===== src/rtl/cmd_pkg.sv =====
// Shared types and constants for the UART command wrapper.
package cmd_pkg;

    typedef enum logic {
        IDLE     = 1'b0,
        WAIT_LOW = 1'b1
    } rx_state_t;

    typedef enum logic {
        TX_IDLE = 1'b0,
        TX_BUSY = 1'b1
    } tx_state_t;

    localparam logic [23:0] TIMEOUT_CYC_DEF = 24'd2_000_000;

    localparam logic [7:0] POS_ACK = 8'hA5;
    localparam logic [7:0] NEG_ACK = 8'hEE;

endpackage


===== src/rtl/uart_cmd_wrapper_uart.sv =====
// 8-bit 8N1 transceiver UART; BAUD_DIV clk cycles per bit, receive sampled mid-bit.
module uart_cmd_wrapper_uart #(
    parameter int BAUD_DIV = 434
) (
    input  logic       clk,
    input  logic       rst_n,
    input  logic       RX,
    output logic       TX,
    input  logic [7:0] tx_data,
    input  logic       trmt,
    output logic       tx_done,
    output logic [7:0] rx_data,
    output logic       rx_rdy,
    input  logic       clr_rx_rdy
);

    localparam logic [15:0] BAUD_LAST = 16'(BAUD_DIV - 1);
    localparam logic [15:0] BAUD_HALF = 16'(BAUD_DIV / 2 - 1);

    logic        tx_busy;
    logic [9:0]  tx_shift;
    logic [15:0] tx_baud;
    logic [3:0]  tx_bits;

    logic        rx_meta, rx_s, rx_busy;
    logic [7:0]  rx_shift;
    logic [15:0] rx_baud;
    logic [3:0]  rx_bits;

    assign TX = tx_shift[0];

    // Ones shift in behind the frame, so the line rests high once the stop bit is out.
    always_ff @(posedge clk or negedge rst_n) begin
        if (!rst_n) begin
            tx_busy  <= 1'b0;
            tx_shift <= '1;
            tx_baud  <= '0;
            tx_bits  <= '0;
            tx_done  <= 1'b0;
        end else begin
            tx_done <= 1'b0;
            if (!tx_busy) begin
                if (trmt) begin
                    tx_shift <= {1'b1, tx_data, 1'b0};
                    tx_busy  <= 1'b1;
                    tx_baud  <= '0;
                    tx_bits  <= '0;
                end
            end else if (tx_baud == BAUD_LAST) begin
                tx_baud  <= '0;
                tx_shift <= {1'b1, tx_shift[9:1]};
                if (tx_bits == 4'd9) begin
                    tx_busy <= 1'b0;
                    tx_done <= 1'b1;
                end else begin
                    tx_bits <= tx_bits + 4'd1;
                end
            end else begin
                tx_baud <= tx_baud + 16'd1;
            end
        end
    end

    always_ff @(posedge clk or negedge rst_n) begin
        if (!rst_n) begin
            rx_meta <= 1'b1;
            rx_s    <= 1'b1;
        end else begin
            rx_meta <= RX;
            rx_s    <= rx_meta;
        end
    end

    // Sample 0 is the start bit, 1..8 the data LSB first, 9 the stop bit.
    always_ff @(posedge clk or negedge rst_n) begin
        if (!rst_n) begin
            rx_busy <= 1'b0;
            rx_baud <= '0;
            rx_bits <= '0;
            rx_rdy  <= 1'b0;
        end else begin
            if (clr_rx_rdy)
                rx_rdy <= 1'b0;
            if (!rx_busy) begin
                if (!rx_s) begin
                    rx_busy <= 1'b1;
                    rx_baud <= BAUD_HALF;
                    rx_bits <= '0;
                    rx_rdy  <= 1'b0;
                end
            end else if (rx_baud == 16'd0) begin
                rx_baud <= BAUD_LAST;
                if (rx_bits == 4'd9) begin
                    rx_busy <= 1'b0;
                    rx_rdy  <= 1'b1;
                end else begin
                    rx_bits <= rx_bits + 4'd1;
                end
            end else begin
                rx_baud <= rx_baud - 16'd1;
            end
        end
    end

    always_ff @(posedge clk) begin
        if (rx_busy && rx_baud == 16'd0) begin
            if (rx_bits == 4'd9)
                rx_data <= rx_shift;
            else if (rx_bits != 4'd0)
                rx_shift <= {rx_s, rx_shift[7:1]};
        end
    end

endmodule


===== src/rtl/uart_cmd_wrapper.sv =====
// Assembles 16-bit commands from two received bytes and transmits response bytes.
// Define CMD_TIMEOUT_EN to enable the inter-byte timeout and the frame_err pulse.
module uart_cmd_wrapper
    import cmd_pkg::*;
#(
    parameter logic [23:0] TIMEOUT_CYC = TIMEOUT_CYC_DEF,
    parameter int          BAUD_DIV    = 434
) (
    input  logic        clk,
    input  logic        rst_n,
    input  logic        RX,
    output logic        TX,
    output logic [15:0] cmd,
    output logic        cmd_rdy,
    input  logic        clr_cmd_rdy,
    input  logic [7:0]  resp,
    input  logic        send_resp,
    output logic        resp_sent,
    output logic        frame_err
);

    rx_state_t   rx_state, rx_nxt;
    tx_state_t   tx_state, tx_nxt;
    logic [7:0]  high_byte, rx_data;
    logic        rx_rdy, clr_rx_rdy, trmt, tx_done;
    logic        latch_high, load_cmd, timeout, timeout_hit;
    logic        set_sent, clr_sent;

    uart_cmd_wrapper_uart #(.BAUD_DIV(BAUD_DIV)) u_uart (
        .clk        (clk),
        .rst_n      (rst_n),
        .RX         (RX),
        .TX         (TX),
        .tx_data    (resp),
        .trmt       (trmt),
        .tx_done    (tx_done),
        .rx_data    (rx_data),
        .rx_rdy     (rx_rdy),
        .clr_rx_rdy (clr_rx_rdy)
    );

`ifdef CMD_TIMEOUT_EN
    logic [23:0] tmo_cnt;

    assign timeout_hit = (tmo_cnt == TIMEOUT_CYC - 24'd1);

    always_ff @(posedge clk or negedge rst_n) begin
        if (!rst_n) begin
            tmo_cnt   <= '0;
            frame_err <= 1'b0;
        end else begin
            frame_err <= timeout;
            if (latch_high)
                tmo_cnt <= '0;
            else if (rx_state == WAIT_LOW && tmo_cnt != '1)
                tmo_cnt <= tmo_cnt + 24'd1;
        end
    end
`else
    assign timeout_hit = 1'b0;
    assign frame_err   = 1'b0;
`endif

    // A low byte always beats a timeout landing in the same cycle.
    always_comb begin
        rx_nxt     = rx_state;
        clr_rx_rdy = 1'b0;
        latch_high = 1'b0;
        load_cmd   = 1'b0;
        timeout    = 1'b0;
        case (rx_state)
            IDLE: if (rx_rdy) begin
                latch_high = 1'b1;
                clr_rx_rdy = 1'b1;
                rx_nxt     = WAIT_LOW;
            end
            WAIT_LOW: if (rx_rdy) begin
                load_cmd   = 1'b1;
                clr_rx_rdy = 1'b1;
                rx_nxt     = IDLE;
            end else if (timeout_hit) begin
                timeout = 1'b1;
                rx_nxt  = IDLE;
            end
            default: rx_nxt = IDLE;
        endcase
    end

    always_ff @(posedge clk or negedge rst_n) begin
        if (!rst_n) begin
            rx_state <= IDLE;
            cmd      <= '0;
            cmd_rdy  <= 1'b0;
        end else begin
            rx_state <= rx_nxt;
            if (load_cmd)
                cmd <= {high_byte, rx_data};
            if (load_cmd)
                cmd_rdy <= 1'b1;
            else if (latch_high || clr_cmd_rdy)
                cmd_rdy <= 1'b0;
        end
    end

    always_ff @(posedge clk) begin
        if (latch_high)
            high_byte <= rx_data;
    end

    always_comb begin
        tx_nxt   = tx_state;
        trmt     = 1'b0;
        set_sent = 1'b0;
        clr_sent = 1'b0;
        case (tx_state)
            TX_IDLE: if (send_resp) begin
                trmt     = 1'b1;
                clr_sent = 1'b1;
                tx_nxt   = TX_BUSY;
            end
            TX_BUSY: if (tx_done) begin
                set_sent = 1'b1;
                tx_nxt   = TX_IDLE;
            end
            default: tx_nxt = TX_IDLE;
        endcase
    end

    always_ff @(posedge clk or negedge rst_n) begin
        if (!rst_n) begin
            tx_state  <= TX_IDLE;
            resp_sent <= 1'b0;
        end else begin
            tx_state <= tx_nxt;
            if (set_sent)
                resp_sent <= 1'b1;
            else if (clr_sent)
                resp_sent <= 1'b0;
        end
    end

endmodule


===== config.mk =====
export PLATFORM = sky130hd
export DESIGN_NAME = uart_cmd_wrapper
export DESIGN_NICKNAME = d
export VERILOG_FILES = /design/src/rtl/cmd_pkg.sv /design/src/rtl/uart_cmd_wrapper_uart.sv /design/src/rtl/uart_cmd_wrapper.sv
export SDC_FILE = /design/constraint.sdc
export NUM_CORES = 1
export LEC_CHECK = 0
export ABC_AREA = 1
export CORE_ASPECT_RATIO = 1.1
export CORE_MARGIN = 2
export CORE_UTILIZATION = 60
export CTS_CLUSTER_DIAMETER = 100
export DETAILED_ROUTE_END_ITERATION = 7
export PLACE_DENSITY = 0.78
export SKIP_LAST_GASP = 1
export SLEW_MARGIN = 10
export SYNTH_ARGS = -nofsm -noshare
export SYNTH_HDL_FRONTEND = slang
export SYNTH_SLANG_ARGS = --single-unit

===== constraint.sdc =====
create_clock -name clk -period 5 [get_ports clk]
set_input_delay 1.5 -clock clk [delete_from_list [all_inputs] [get_ports clk]]
set_output_delay 1.5 -clock clk [all_outputs]
set_load 0.02 [all_outputs]

Word level (Yosys, flattened, before mapping). Cells that the tools add are included. W data, S select, Z words.

Bits in registers: 100. Output and inout port bits: 20. Logic and storage cells: 94. Input bits: 13.

Equal/unequal tests: 8. Reductions and logical operators: 12. Multiplexer cells: 48. Bitwise logic cells: 3. $add $sub $neg: 4.

Operator list (number): $mux W16 (6); $mux W4 (8); $mux W10 (3); $mux W1 (29); $add A16 B1 Y16 const B (1); $eq A16 B9 Y1 const B (1); $logic_not A16 Y1 (1); $sub A16 B1 Y16 const B (1); $ne A2 B2 Y1 const B (5); $reduce_and A3 Y1 (3); $add A4 B1 Y4 const B (2); $eq A4 B4 Y1 const B (2); $reduce_bool A2 Y1 (3); $pmux W1 S2 (2); $reduce_and A2 Y1 (2); $reduce_bool A4 Y1 (1); $not A1 Y1 (3); $logic_and A1 B1 Y1 (1); $logic_or A1 B1 Y1 (1).

Longest topological paths before layout.
Depth after elaboration: 5. Mapped depth: 10. Mapped depth without buffers: 9.

Hierarchy. From an unflattened synthesis, not the netlist that was laid out.

Cell total of the unflattened synthesis: 535. Area, all modules: 4750.8 um^2.

By module, submodules not included: uart_cmd_wrapper_uart (sequential area each 1870.5 um^2, cells each 439, times used 1, area each 3702.3 um^2); uart_cmd_wrapper (sequential area each 740.7 um^2, cells each 96, times used 1, area each 1048.5 um^2).

Worst setup path after synthesis. Ideal clock, no wire load.

Kind: input to register. From: input port send_resp. To: register u_uart.tx_baud[11]. Data required time: 4.873 ns. Stages on the path: 5. Library setup time: 0.127 ns. Arrival: 2.027 ns. Slack: 2.846 ns. Buffers on the path: 0. Cell sequence: nand2_1 -> nand2_2 -> clkinv_1 -> nand2_1 -> o21ai_0.

Word-level cells in the longest chain between the ends: 3.

Ends and longest elaborated chain: start, declared (RTL line uart_cmd_wrapper.sv:17) `input logic send_resp,`; $mux W1 (RTL line uart_cmd_wrapper.sv:116) `TX_IDLE: if (send_resp) begin`; $mux W1 (RTL line uart_cmd_wrapper.sv:115) `case (tx_state)`; $reduce_bool A2 Y1 (no line); end signal, assigned (RTL line uart_cmd_wrapper_uart.sv:59) `tx_baud <= tx_baud + 16'd1;`; end, declared (RTL line uart_cmd_wrapper_uart.sv:22) `logic [15:0] tx_baud;`.

No other way between the ends. A chain may end at the register's enable or synchronous reset.

Worst setup path after layout.
From: register u_uart.tx_shift[0]. To: output port TX.

RTL lines: start, declared (RTL line uart_cmd_wrapper_uart.sv:21) `logic [9:0] tx_shift;`; start signal, assigned (RTL line uart_cmd_wrapper_uart.sv:44) `tx_shift <= {1'b1, tx_data, 1'b0};`; start signal, assigned (RTL line uart_cmd_wrapper_uart.sv:51) `tx_shift <= {1'b1, tx_shift[9:1]};`; end, declared (RTL line uart_cmd_wrapper.sv:12) `output logic TX,`.

No word-level cell between the ends.

==> impl_metrics.yaml <==
cts:
  cts_max_path_buffers: 2
  clk-insertion-delay-late_ns: 0.37
  cts_max_level: 3
  hold_buffers: 0
  clk_pin_slew_worst_paths_ns: 0.10
  cts_setup_buffers: 0
  cts_sinks: 99
  cts_root_buffer: "clkbuf_8"
  cts_tree: "built"
  postCtsResizedCells: 0
  cts_buffers: 9
power_and_ir_drop:
  irDropWorstVdd_mv: 0.135
  switching_share_pct: 22.0
  power.share.combinational_pct: 1.7
  power_frac_clock_pct: 39.3
  leakage_nw: 2.62
  p_int_w: 0.00109
  power_density_nw_per_um2: 265
  power.switching_w: 0.000308
  seqPwrFrac_pct: 59.0
  power_w: 0.00140
worst_setup_path:
  reg2reg_to: "u_uart.tx_baud[3]$_DFFE_PN0P_"
  cp-end-kind: "output pin"
  slowest_delay_ns: 0.59
  reg2reg_depth: 5
  crit_chain: "clkdlybuf4s50_1"
  cp_data_required_time_ns: 3.50
  critPathLaunchType: "flop"
  critPathKind: "flop to output pin"
  critPathBufInv: 1
  crit_family: "buffers and inverters"
  cp.arrival_ns: 1.51
  worst-path-max-fanout: 2
  timing.rr.start: "u_uart.tx_busy$_DFF_PN0_"
  r2r_slack_ns: 2.84
  cpMaxStageDelayCell: "clkdlybuf4s50_1"
die:
  io-pin-count: 33
  die_w_um: 88.4
  die_height_um: 96.8
  dieArea_um2: 8560
  start_util_pct: 62.6
  core-area_um2: 7510
  row_count: 33
place:
  place.gp.congestion: 0.884
  hpwl_um: 5880
  io_buffers: 31
  detailed_place.area_um2: 5060
synth:
  yosys_warnings: 0
  syn_avg_cell_area_um2: 8.87
  synth-seq-area-share_pct: 55.5
  syn-num-nets: 553
  netlist_area_um2: 4700
  syn_inst: 530
  synth.distinct_cells: 38
  ys_seq_elements: 99
min_path:
  min_to: "u_uart.rx_s$_DFF_PN1_"
  hold_path.startpoint: "u_uart.rx_meta$_DFF_PN1_"
  whs_path_depth: 0
  hp-class: "flop to flop"
grt:
  grt-ovfl-total: 0
  gr-usage-all-layers_pct: 21.4
  grt_pass1_wl_um: 14700
  grt_pass1_vias: 3371
  antenna_found_initial: 0
  grt_max_degree: 76
layout:
  fin_util_pct: 70.2
  drive_gt1_share_pct: 9.57
  n_antenna_cell: 0
  synthToLayoutAreaGrowth_pct: 12.3
  stdcell_area_um2: 5280
  final_nets: 582
routing:
  wire_per_inst_um: 12.7
  drc: 0
  num_vias: 3523
  first_pass_iters: 4
  via_per_inst: 5.27
  drt-initial-drc-count: 274
  drt_wl_total_um: 8510
  ant_nets: 0
sta:
  finClkSkew_ns: 0.0153
  finalCritPeriodShare_pct: 60.1
  finalSetupViolCount: 0
  hold_viol_final: 0
  max_freq_mhz: 333
  rsz0062_at_grt: "no"
  tightestPinTransition_ns: 0.932
  relSlewSlack_pct: 37.8
  final-max-slew-violation-count: 0
  whs_ns: 0.364
  finalSetupTns_ns: 0
  period_minus_slack_ns: 3.01
status:
  status: "finished clean"
run:
  cap_violations: 0
-- how the worst max path moves through the flow --
stage	startpoint	to	depth (start not counted)
after global routing	u_uart.tx_shift[0]$_DFFE_PN1P_	TX	1
after global placement	send_resp	u_uart.tx_baud[7]$_DFFE_PN0P_	6
after CTS	u_uart.tx_shift[0]$_DFFE_PN1P_	TX	1
after floorplan	send_resp	u_uart.tx_baud[11]$_DFFE_PN0P_	5
final	u_uart.tx_shift[0]$_DFFE_PN1P_	TX	1
after detailed placement	send_resp	u_uart.tx_baud[8]$_DFFE_PN0P_	6
-- synth_stat cells --
cell type  number  area share [%]
nor2_2          4            0.53
buf_4           3            0.48
nand3_1        38             4.0
o22ai_1         7            0.93
o21ai_1         2            0.21
inv_1          44             3.5
nor3_1          1            0.11
edfxtp_1       24              15
conb_1          1           0.080
inv_4           1            0.13
a22o_1          1            0.19
nand3b_1        2            0.32
o21ai_0        18             1.9
xnor2_1         4            0.75
nand2_4         2            0.48
nand2_1       172              14
dfstp_2        11             6.1
buf_6           2            0.48
o21bai_1        2            0.32
nand4_1        17             2.3
nand2_2         7            0.93
buf_1           1           0.080
o21ai_2         8             1.5
nor2_4          1            0.24
ha_1           10             2.7
dfrtp_1        64              34
nand3_2         1            0.21
o31ai_1         1            0.16
and2_1          1            0.13
mux2i_1         7             1.5
inv_2           2            0.16
nor2_1         54             4.3
xor2_1          5            0.93
buf_2           3            0.32
a21o_1          1            0.16
a21oi_1         2            0.21
clkbuf_1        4            0.32
clkinv_1        2            0.16
-- cells in the final DEF (no fill, tap or decap), types with 5 or more instances in the layout --
cell type        instances
inv_1                   44
dfrtp_1                 64
xor2_1                   5
o21ai_2                  8
o22ai_1                  7
o21ai_0                 18
nand2_1                172
dfstp_2                 11
clkdlybuf4s50_1         30
nand3_1                 38
clkbuf_8                10
mux2i_1                  7
nand2_2                  7
ha_1                    10
nand4_1                 17
edfxtp_1                24
nor2_1                  54
-- power groups by stage --
stage | clock network (W) | logic [W] | registers [W]
CTS | 0.000560 | 0.0000251 | 0.000826
global placement | 0 | 0.0000249 | 0.000842
global route | 0.000599 | 0.0000279 | 0.000826
finish | 0.000550 | 0.0000239 | 0.000826
detailed placement | 0 | 0.0000250 | 0.000842
floorplan | 0 | 0.00000397 | 0.000842
-- per-stage QoR --
stage,setup WS [ns],std cells
2_1_floorplan,2.85,530
3_3_place_gp,2.08,653
3_5_place_dp,2.02,653
4_1_cts,1.98,669
5_1_grt,1.95,669
6_report,1.99,669
-- sequential cells by signal, summed over array words and instances (netlist names), 8 cells and up --
name,cells
high_byte,8
u_uart.rx_baud,16
u_uart.tx_shift,9
u_uart.rx_shift,8
u_uart.rx_data,8
u_uart.tx_baud,16
cmd,16
-- layout make-up --
type                    count  area, µm²
clock buffers              10        138
repair buffers             31        308
fillers                   576       2240
clock inverters             6       78.8
flip-flops and latches     99       2610
multi-input cells         369       1820
well taps                 105        131
inverters                  49        186
-- routing by layer --
metal  vias up  global-route usage [%]  part of all wire, %
li1       1768                       -                    -
met1      1672                    28.9                   45
met2        74                    34.3                   49
met3         9                    4.95                  4.6
met4         0                    6.64                  1.2
met5         -                       0                    0
-- kinds of logic (layout without fill, tap and decap cells) --
group	after synthesis	count (layout)	share of synthesized area, %
fa+ha+maj	10	10	2.66
buf+inv	62	96	5.64
simple gates	300	300	27.3
other cells	1	1	0.0798
xor+xnor	9	9	1.68
flops	99	99	55.5
compound gates	42	42	5.59
mux	7	7	1.49
(Power assumes the default switching activity.)
